===== src/rtl/signed_seq_mult_n.sv =====
// signed_seq_mult_n: shift-add signed WIDTHxWIDTH multiplier, one step per clock; define SEQ_MULT_EARLY_TERM_EN to stop once remaining multiplier bits are zero
module signed_seq_mult_n #(
  parameter int WIDTH = 8
) (
  input  logic                 clk,
  input  logic                 rst_n,
  input  logic                 start,
  input  logic [WIDTH-1:0]     multiplier,
  input  logic [WIDTH-1:0]     multiplicand,
  output logic                 ready,
  output logic                 busy,
  output logic                 done,
  output logic [2*WIDTH-1:0]   product,
  output logic                 sign
);
  localparam int CW = $clog2(WIDTH + 1);
  typedef enum logic [1:0] {IDLE, RUN, DONE} state_t;
  state_t state;
  logic [WIDTH-1:0] mag_a, abs_a, abs_b, mag_a_nxt;
  logic [2*WIDTH-1:0] acc, mcand;
  logic [CW-1:0] cnt, cnt_nxt;
  logic neg;
  always_comb begin
    abs_a = multiplier[WIDTH-1] ? -multiplier : multiplier;
    abs_b = multiplicand[WIDTH-1] ? -multiplicand : multiplicand;
    mag_a_nxt = mag_a >> 1;
`ifdef SEQ_MULT_EARLY_TERM_EN
    cnt_nxt = (mag_a_nxt == '0) ? '0 : cnt - CW'(1);
`else
    cnt_nxt = cnt - CW'(1);
`endif
  end
  // cnt counts remaining steps; cnt==0 in RUN is the finalise cycle that signs the result
  always_ff @(posedge clk) begin
    if (!rst_n) begin
      state   <= IDLE;
      product <= '0;
      sign    <= 1'b0;
      done    <= 1'b0;
      busy    <= 1'b0;
      ready   <= 1'b1;
      mag_a   <= '0;
      acc     <= '0;
      mcand   <= '0;
      cnt     <= '0;
      neg     <= 1'b0;
    end else begin
      done <= 1'b0;
      if (ready && start) begin
        state   <= RUN;
        busy    <= 1'b1;
        ready   <= 1'b0;
        mag_a   <= abs_a;
        mcand   <= {{WIDTH{1'b0}}, abs_b};
        acc     <= '0;
        cnt     <= CW'(WIDTH);
        neg     <= multiplier[WIDTH-1] ^ multiplicand[WIDTH-1];
        product <= '0;
        sign    <= 1'b0;
      end else if (state == RUN && cnt != '0) begin
        if (mag_a[0]) acc <= acc + mcand;
        mag_a <= mag_a_nxt;
        mcand <= mcand << 1;
        cnt   <= cnt_nxt;
      end else if (state == RUN) begin
        state   <= DONE;
        busy    <= 1'b0;
        ready   <= 1'b1;
        done    <= 1'b1;
        product <= neg ? -acc : acc;
        sign    <= neg & (|acc);
      end else if (state == DONE) begin
        state <= IDLE;
      end
    end
  end
endmodule

===== config.mk =====
export PLATFORM = sky130hd
export DESIGN_NAME = signed_seq_mult_n
export DESIGN_NICKNAME = d
export VERILOG_FILES = /design/src/rtl/signed_seq_mult_n.sv
export SDC_FILE = /design/constraint.sdc
export NUM_CORES = 1
export LEC_CHECK = 0
export ABC_AREA = 1
export BUFFER_PORTS_ARGS = -buffer_cell sky130_fd_sc_hd__buf_2
export CORE_MARGIN = 1.5
export CORE_UTILIZATION = 45
export DETAILED_ROUTE_END_ITERATION = 7
export HOLD_SLACK_MARGIN = 0.1
export PLACE_DENSITY = 0.72
export SLEW_MARGIN = 30
export SYNTH_ARGS = -nofsm -noshare
export SYNTH_HDL_FRONTEND = slang
export SYNTH_SLANG_ARGS = --single-unit

===== constraint.sdc =====
create_clock -name clk -period 2.9 [get_ports clk]
set_input_delay 0.435 -clock clk [delete_from_list [all_inputs] [get_ports clk]]
set_output_delay 0.435 -clock clk [all_outputs]
set_load 0.1 [all_outputs]

Word level (Yosys, flattened, before mapping)
Cells that the tools add are included.
{"block": "classes", "muxes": 20, "addsub": 5, "n_div": 0, "bitwise_logic": 4, "multipliers": 0, "n_eq_ne": 3, "n_lt_le_gt_ge": 0, "shifts": 0, "n_reduce_logical": 15}
{"operator": "2-to-1 mux 8 bit", "n": 6}
{"operator": "adder 16 bit", "n": 1}
{"operator": "2-to-1 mux 16 bit", "n": 1}
{"operator": "negation 16 bit", "n": 1}
{"operator": "negation 8 bit", "n": 2}
{"operator": "OR reduction 16 bit", "n": 1}
{"operator": "AND reduction 2 bit", "n": 5}
{"operator": "2-to-1 mux 1 bit", "n": 9}
{"operator": "2-to-1 mux 4 bit", "n": 2}
{"operator": "nonzero test 2 bit", "n": 3}
{"operator": "2-to-1 mux 2 bit", "n": 2}
{"operator": "nonzero test 4 bit", "n": 1}
{"operator": "subtractor 4 x 1 -> 4 bit (second input constant)", "n": 1}
{"operator": "nonzero test 3 bit", "n": 1}
{"operator": "OR reduction 3 bit", "n": 1}
{"operator": "equality test 2 x 1 -> 1 bit (second input constant)", "n": 1}
{"operator": "equality test 2 bit (second input constant)", "n": 1}
{"operator": "logical AND 1 bit", "n": 2}
{"operator": "!= test 2 bit (second input constant)", "n": 1}
{"operator": "NOT 1 bit", "n": 2}
{"operator": "OR reduction 2 bit", "n": 1}
{"operator": "AND 1 bit", "n": 1}
{"operator": "XOR 1 bit", "n": 1}
{"block": "word_totals", "word_cells": 61, "n_memories": 0, "mem_bits_rw": 0, "regBits": 67, "latch_bits": 0, "out_inout_bits": 20, "mem_bits_ro": 0, "input_bits": 19}

Longest topological paths before layout
Gate-level depths: netlist of run 1.
{"block": "logic_depth", "word_depth": 5, "mapped_depth": 11, "depth_no_buf": 11}

Worst setup path after synthesis of run 1
No wires, ideal clock.
{"block": "synth_path", "kind": "register -> register", "startpoint": "register ready", "endpoint": "register product[11]", "period_less_slack_ns": 2.028, "setup_time_ns": 0.109, "slack_ns": 0.872, "path_buffers": 1, "required_ns": 2.791, "stages_incl_launch_ff": 9, "arrival_time_ns": 1.919, "cell_sequence": "dfxtp_1 -> nand2_2 -> inv_2 -> nor2_4 -> inv_2 -> buf_2 -> nor2_1 -> nand2_1 -> inv_1"}
{"block": "synth_between", "elab_chain_len": 2}
{"item": "from (decl)", "line_no": "10", "text": "output logic ready,"}
{"item": "from (signal assigned)", "line_no": "41", "text": "ready <= 1'b1;"}
{"item": "from (signal assigned)", "line_no": "52", "text": "ready <= 1'b0;"}
{"item": "from (signal assigned)", "line_no": "68", "text": "ready <= 1'b1;"}
{"item": "logical AND 1 bit", "line_no": "49", "text": "if (ready && start) begin"}
{"item": "OR reduction 2 bit (no line)"}
{"item": "to (signal assigned)", "line_no": "70", "text": "product <= neg ? -acc : acc;"}
{"item": "to (decl)", "line_no": "13", "text": "output logic [2*WIDTH-1:0] product,"}
Every way passes these cells.
A chain may end at the register's enable or synchronous reset.

Worst setup path in the final report of run 1
{"block": "layout_path", "startpoint": "register cnt[0]", "endpoint": "register acc[1]"}
{"block": "layout_between", "elab_chain_len": 3}
{"item": "from (decl)", "line_no": "21", "text": "logic [CW-1:0] cnt, cnt_nxt;"}
{"item": "from (signal assigned)", "line_no": "56", "text": "cnt <= CW'(WIDTH);"}
{"item": "from (signal assigned)", "line_no": "64", "text": "cnt <= cnt_nxt;"}
{"item": "nonzero test 4 bit", "line_no": "60", "text": "end else if (state == RUN && cnt != '0) begin"}
{"item": "logical AND 1 bit", "line_no": "60"}
{"item": "AND reduction 2 bit (no line)"}
{"item": "to (signal assigned)", "line_no": "61", "text": "if (mag_a[0]) acc <= acc + mcand;"}
{"item": "to (decl)", "line_no": "20", "text": "logic [2*WIDTH-1:0] acc, mcand;"}
Every way passes these cells.

==> impl_metrics.csv, run 1 <==
group,metric,value,unit
floorplanning,die_y,99.2,um
pwr,leakage,2.36,nW
global_routing,grt_max_degree,36,
timing,max-slew-margin-rel,64.8,%
pwr,power_per_cell_area,491,nW/um2
worst_hold_path,hp-class,"primary input to flop",
route,vias,4110,
clocking,cts_buffer_depth,2,
floorplanning,core,8850,um2
finish,multi_input_area,2320,um2
worst_setup_path,start_kind,"flop",
timing,period_share,66.7,%
finish,syn2layout_area_growth,10.7,%
synthesis,synth_flop_cell,"dfxtp_1",
clocking,cts_resized,0,
clocking,h-tree-depth,3,
finish,num_antenna_cells,0,
finish,drive_gt1_share,10.9,%
global_routing,gr-usage-all-layers,20.7,%
clocking,cts_tree,"built",
worst_setup_path,ff2ff_path_depth,9,
pwr,peakVddDrop,0.231,mV
timing,hold_viol,0,
clocking,cts-root-buf,"clkbuf_8",
synthesis,syn-cell-area,4160,um2
synthesis,synth_top_area_cell,"dfxtp_1",
pwr,p_sw,0.686,mW
clocking,clock_latency,340,ps
worst_setup_path,required,3130,ps
run,cap_violations,0,
synthesis,synth_edf_count,0,
clocking,clock_sinks,67,
synthesis,yosysSeqAreaShare,32.2,%
clocking,postCtsSetupBuffers,0,
pwr,p_sw_share,30.3,%
timing,tightest_slew,527,ps
floorplanning,dieArea,9840,um2
pwr,clockPowerShare,38.1,%
floorplanning,die_w,99.2,um
clocking,cts.hold.buffers_added,0,
worst_setup_path,endpoint_kind,"flop",
worst_setup_path,cp.arrival,2160,ps
synthesis,ys_seq_elements,67,
route,routedWlPerCell,12.4,um
floorplanning,io_pins,39,
finish,n_fill_cell,883,
finish,fin_nets,723,
global_routing,grt_pass1_vias,3724,
floorplanning,floorplan.rows,34,
synthesis,syn_avg_cell_area,6.38,um2
worst_setup_path,reg2reg_from,"cnt[0]",
timing,maxSlewViolCount,0,
place,hpwl,7630,um
worst_setup_path,cp_max_fo,22,
floorplanning,start_util,47.0,%
route,drcViolationCount,0,
worst_hold_path,hold-path-endpoint,"ready",
clocking,cts_buffers,9,
worst_setup_path,rrSetupSlack,970,ps
global_routing,antenna_found_initial,0,
worst_setup_path,r2r-end,"acc[1]",
worst_hold_path,hold_start,"rst_n",
timing,fin_setup_tns,0,ps
route,vias_per_cell,5.16,
timing,fin_worst_skew,12.1,ps
route,drt_wl_total,9850,um
global_routing,grt-ovfl-total,0,
route,drtIter0Drc,260,
route,ant_nets,0,
synthesis,yosysWarnings,0,
synthesis,synth_fp_nets,691,
pwr,p_int,1.58,mW
place,io_buffers,38,
pwr,combPwrFrac,17.8,%
timing,setup_viol,0,
timing,period_needed,1930,ps
worst_setup_path,crit_type,"flop to flop",
timing,rsz0062_at_grt,"false",
worst_hold_path,min_path_cells,2,
synthesis,netlist_instances,652,
synthesis,synth_cell_types,35,
finish,register_area,1340,um2
pwr,pwr-share-seq,44.2,%
synthesis,async_flop_share,0,%
place,gp_congestion,0.885,
synthesis,synth_area_leaders,"dfxtp_1 32%, nand2_1 16%, inv_1 8.8%",
synthesis,synth.top_cell.area_share,32.2,%
pwr,finalPower,2.26,mW
timing,fmax,0.517,GHz
clocking,clkTransAtPathRegs,70,ps
route,first_pass_iters,5,
outcome,status,"finished clean",
global_routing,grt_pass1_wl,16500,um
## per-layer routing
| layer | part of all wire [%] | GRT usage (%) | vias to the layer above |
|---|---|---|---|
| met5 | 0 | 0 | - |
| met4 | 1.5 | 5.63 | 0 |
| met3 | 3.3 | 4.43 | 12 |
| met2 | 50 | 37.7 | 87 |
| met1 | 45 | 24.6 | 1862 |
| li1 | - | - | 2149 |
## cell families (layout without fill, tap and decap cells)
group	after synthesis	after routing	synth area share, %
flops	67	67	32.2
simple gates	326	326	33.4
xor+xnor	10	10	2.10
buf+inv	123	160	12.1
compound gates	106	106	13.9
fa+ha+maj	20	20	6.19
## flip-flops by register name, indices dropped and copies added, names as in the netlist
register,count
sign,1
mcand,16
ready,1
cnt,4
neg,1
acc,16
product,16
busy,1
done,1
state,2
mag_a,8
## cell usage in the layout, fill, tap and decap left out, types with 3 or more instances in the layout
cell type / Yosys / layout
xor2_1: 5 / 5
nor2_4: 3 / 3
inv_2: 6 / 6
ha_1: 19 / 19
nand3_1: 52 / 52
o21a_1: 3 / 3
nand2_1: 178 / 178
clkbuf_8: 0 / 10
nand4_1: 6 / 6
nor3_1: 6 / 6
a31oi_1: 11 / 11
nor2_1: 68 / 68
dfxtp_1: 67 / 67
xnor2_1: 5 / 5
buf_2: 13 / 38
o21ai_0: 41 / 41
o211ai_1: 3 / 3
a21oi_1: 41 / 41
inv_1: 98 / 98
nand2_2: 4 / 4
## Yosys cell counts, types with 3 or more instances
cell type,instances
nand4_1,6
o21ai_0,41
o21a_1,3
nor2_1,68
nor2_4,3
ha_1,19
o211ai_1,3
dfxtp_1,67
nand2_1,178
nor3_1,6
a31oi_1,11
nand3_1,52
inv_1,98
xnor2_1,5
buf_2,13
inv_2,6
xor2_1,5
a21oi_1,41
nand2_2,4
buf_4,3
## area by class of cell
cell class / instances / area share [%]
Inverter: 104 / 8.47
Clock inverter: 4 / 1.60
Timing Repair Buffer: 40 / 4.45
Sequential cell: 67 / 29.1
Multi-Input combinational cell: 462 / 50.3
Clock buffer: 12 / 3.15
Tap cell: 108 / 2.93
## critical path, stage by stage (launching register included)
cell and delay (ps):
dfxtp_1 330, inv_1 70, ha_1 250, nand3_2 110, nand2_2 180, nor2_2 120
buf_4 250, inv_1 220, o21ai_0 230, a21oi_1 60
## power by group through the flow
stage | combinational [mW] | sequential [mW] | clock [mW]
6_report | 0.402 | 0.999 | 0.861
5_1_grt | 0.442 | 1.00 | 0.914
4_1_cts | 0.402 | 0.999 | 0.871
3_5_place_dp | 0.400 | 1.02 | 0
3_3_place_gp | 0.392 | 1.02 | 0
2_1_floorplan | 0.222 | 1.12 | 0
## worst max path at each step
stage / cells past startpoint / end / startpoint
after floorplan: 8 / product[11] / ready
after global placement: 8 / acc[5] / start
after detailed placement: 9 / acc[1] / cnt[0]
after CTS: 9 / acc[8] / mcand[0]
after global routing: 9 / acc[1] / cnt[0]
final: 9 / acc[1] / cnt[0]
## stage by stage
stage / util [%] / instance area, um2 / hold slack [ps] / cells / setup slack, ps
floorplan: - / 4160 / 444 / 652 / 872
global placement: 49.6 / 4390 / 455 / 781 / 1020
detailed placement: 49.6 / 4390 / 457 / 781 / 1010
finish: 52.1 / 4610 / 340 / 797 / 966
CTS: 52.1 / 4610 / 329 / 797 / 987
global route: 52.1 / 4610 / 324 / 797 / 766
Note: power is estimated with default switching activity, not from simulation.
==> inputs of run 2 (changes only) <==
- clock period: 2.9 -> 1.8 ns (I/O delays scaled with it)
==> run 2 against run 1 <==
Die area unchanged. Highest routed layer unchanged. Final cell count up 2.1%. Clock skew shrank 1.0 ps. Critical path depth up 2. Largest power group unchanged. Sequential share of layout area shrank 1.1 points.
==> impl_metrics.csv, run 2 (synthesized netlist as in run 1, its figures left out) <==
group,metric,value,unit
outcome,status,"finished clean",
global_routing,grt_max_degree,25,
worst_hold_path,min_path_cells,2,
clocking,h-tree-depth,3,
worst_setup_path,cp_max_fo,4,
route,ant_nets,0,
place,dpl.cell_count,798,
global_routing,grt_pass1_wl,16900,um
timing,hold_viol,0,
finish,top_regs,"acc x16, mcand x16, product x16",
route,vias_per_cell,5.02,
pwr,power_per_cell_area,766,nW/um2
floorplanning,core,8850,um2
floorplanning,dieArea,9840,um2
timing,setup_viol,0,
timing,rsz0062_at_grt,"true",
worst_setup_path,ff2ff_path_depth,11,
route,first_pass_iters,4,
clocking,cts.hold.buffers_added,0,
global_routing,antenna_found_initial,0,
timing,fin_worst_skew,11.1,ps
clocking,cts_buffer_depth,2,
global_routing,busiest_layer,"met2",
finish,stdcell_count,814,
place,hpwl,7360,um
pwr,leakage,2.46,nW
global_routing,grt-ovfl-total,0,
finish,utilization,54.1,%
route,vias,4086,
worst_setup_path,r2r-end,"acc[11]",
global_routing,met1_usage,24.9,%
route,routedWlPerCell,12.0,um
global_routing,gr-usage-all-layers,21.1,%
floorplanning,floorplan.rows,34,
finish,num_antenna_cells,0,
floorplanning,io_pins,39,
worst_hold_path,hold-path-endpoint,"ready",
clocking,clock_sinks,67,
timing,fmax,0.592,GHz
timing,period_share,93.9,%
route,drt_wl_total,9760,um
clocking,cts_buffers,9,
global_routing,grt_pass1_vias,3904,
finish,syn2layout_area_growth,15.1,%
pwr,peakVddDrop,0.358,mV
timing,maxSlewViolCount,0,
finish,fin_nets,741,
finish,mostFrequentLayoutCell,"nand2_1",
finish,drive_gt1_share,14.3,%
worst_setup_path,required,2040,ps
place,post-place-ws,19.2,ps
global_routing,groute.layer.met3.usage,5.27,%
clocking,cts-root-buf,"clkbuf_8",
floorplanning,start_util,47.0,%
pwr,finalPower,3.67,mW
timing,finalWorstSetupSlack,110,ps
clocking,clkTransAtPathRegs,80,ps
worst_hold_path,hold_start,"rst_n",
finish,final_cell_mix,"178 x nand2_1, 98 x inv_1, 68 x nor2_1",
clocking,cts_tree,"built",
timing,tightest_slew,505,ps
timing,max-slew-margin-rel,66.5,%
run,cap_violations,0,
worst_setup_path,cp.arrival,1930,ps
floorplanning,die_y,99.2,um
global_routing,grtUsageMet2,37.7,%
floorplanning,die_w,99.2,um
finish,multi_input_area,2340,um2
place,io_buffers,38,
worst_setup_path,start_kind,"flop",
worst_setup_path,rrSetupSlack,110,ps
worst_setup_path,crit_type,"flop to flop",
finish,n_fill_cell,879,
route,drcViolationCount,0,
finish,register_area,1340,um2
clocking,clock_latency,340,ps
worst_hold_path,hp-class,"primary input to flop",
timing,period_needed,1690,ps
route,drtIter0Drc,216,
worst_setup_path,reg2reg_from,"acc[5]",
place,gp_congestion,0.843,
worst_setup_path,endpoint_kind,"flop",
## run 2: worst max path at each step
stage / start / to / slack [ps] / cells after the start
after floorplan: acc[0] / acc[8] / 120 / 9
after global placement: acc[0] / acc[8] / 60 / 9
after detailed placement: mcand[0] / acc[8] / 20 / 9
after CTS: mcand[0] / acc[8] / 10 / 9
after global routing: mcand[0] / acc[8] / -30 / 9
final: acc[5] / acc[11] / 110 / 11
## run 2: power by group
group	switching (mW)	internal [mW]	leakage [nW]
Clock	0.571	0.811	0.102
Combinational	0.501	0.191	1.81
Sequential	0.0448	1.55	0.545
## run 2: repair_timing
action                                  4_1_cts  5_1_grt
endpoints found under the setup margin        1       15
pin swaps                                     0        1
gates cloned                                  0        1
resized for setup                             1        8
buffers inserted                              0        0
## run 2: stage by stage
step | hold slack, ps | instance area [um2] | setup TNS (ps)
floorplan | 339 | 4160 | 0
global placement | 451 | 4540 | 0
detailed placement | 457 | 4540 | 0
CTS | 165 | 4760 | 0
global route | 168 | 4790 | -68.9
finish | 174 | 4790 | 0
## run 2: critical path: stages (launching register included)
cell and delay [ps]:
dfxtp_1 340, ha_1 360, nand2_1 110, inv_1 60
a21oi_1 140, nand2_1 140, nand2_1 100, nand2_1 50
nand2_1 50, nand3_1 100, nand2_1 90, inv_1 40
## run 2: final cells by class
class / count / share of cell area, %
well taps: 108 / 2.82
multi-input cells: 463 / 48.9
clock buffers: 11 / 2.95
flip-flops and latches: 67 / 28.0
clock inverters: 4 / 1.57
inverters: 104 / 8.20
repair buffers: 57 / 7.47
## run 2: routing by layer
layer	part of all wire, %	up-vias	wire (um)
li1	-	2185	-
met1	45	1803	4380
met2	49	87	4810
met3	4.5	11	440
met4	1.3	0	131
met5	0	-	0
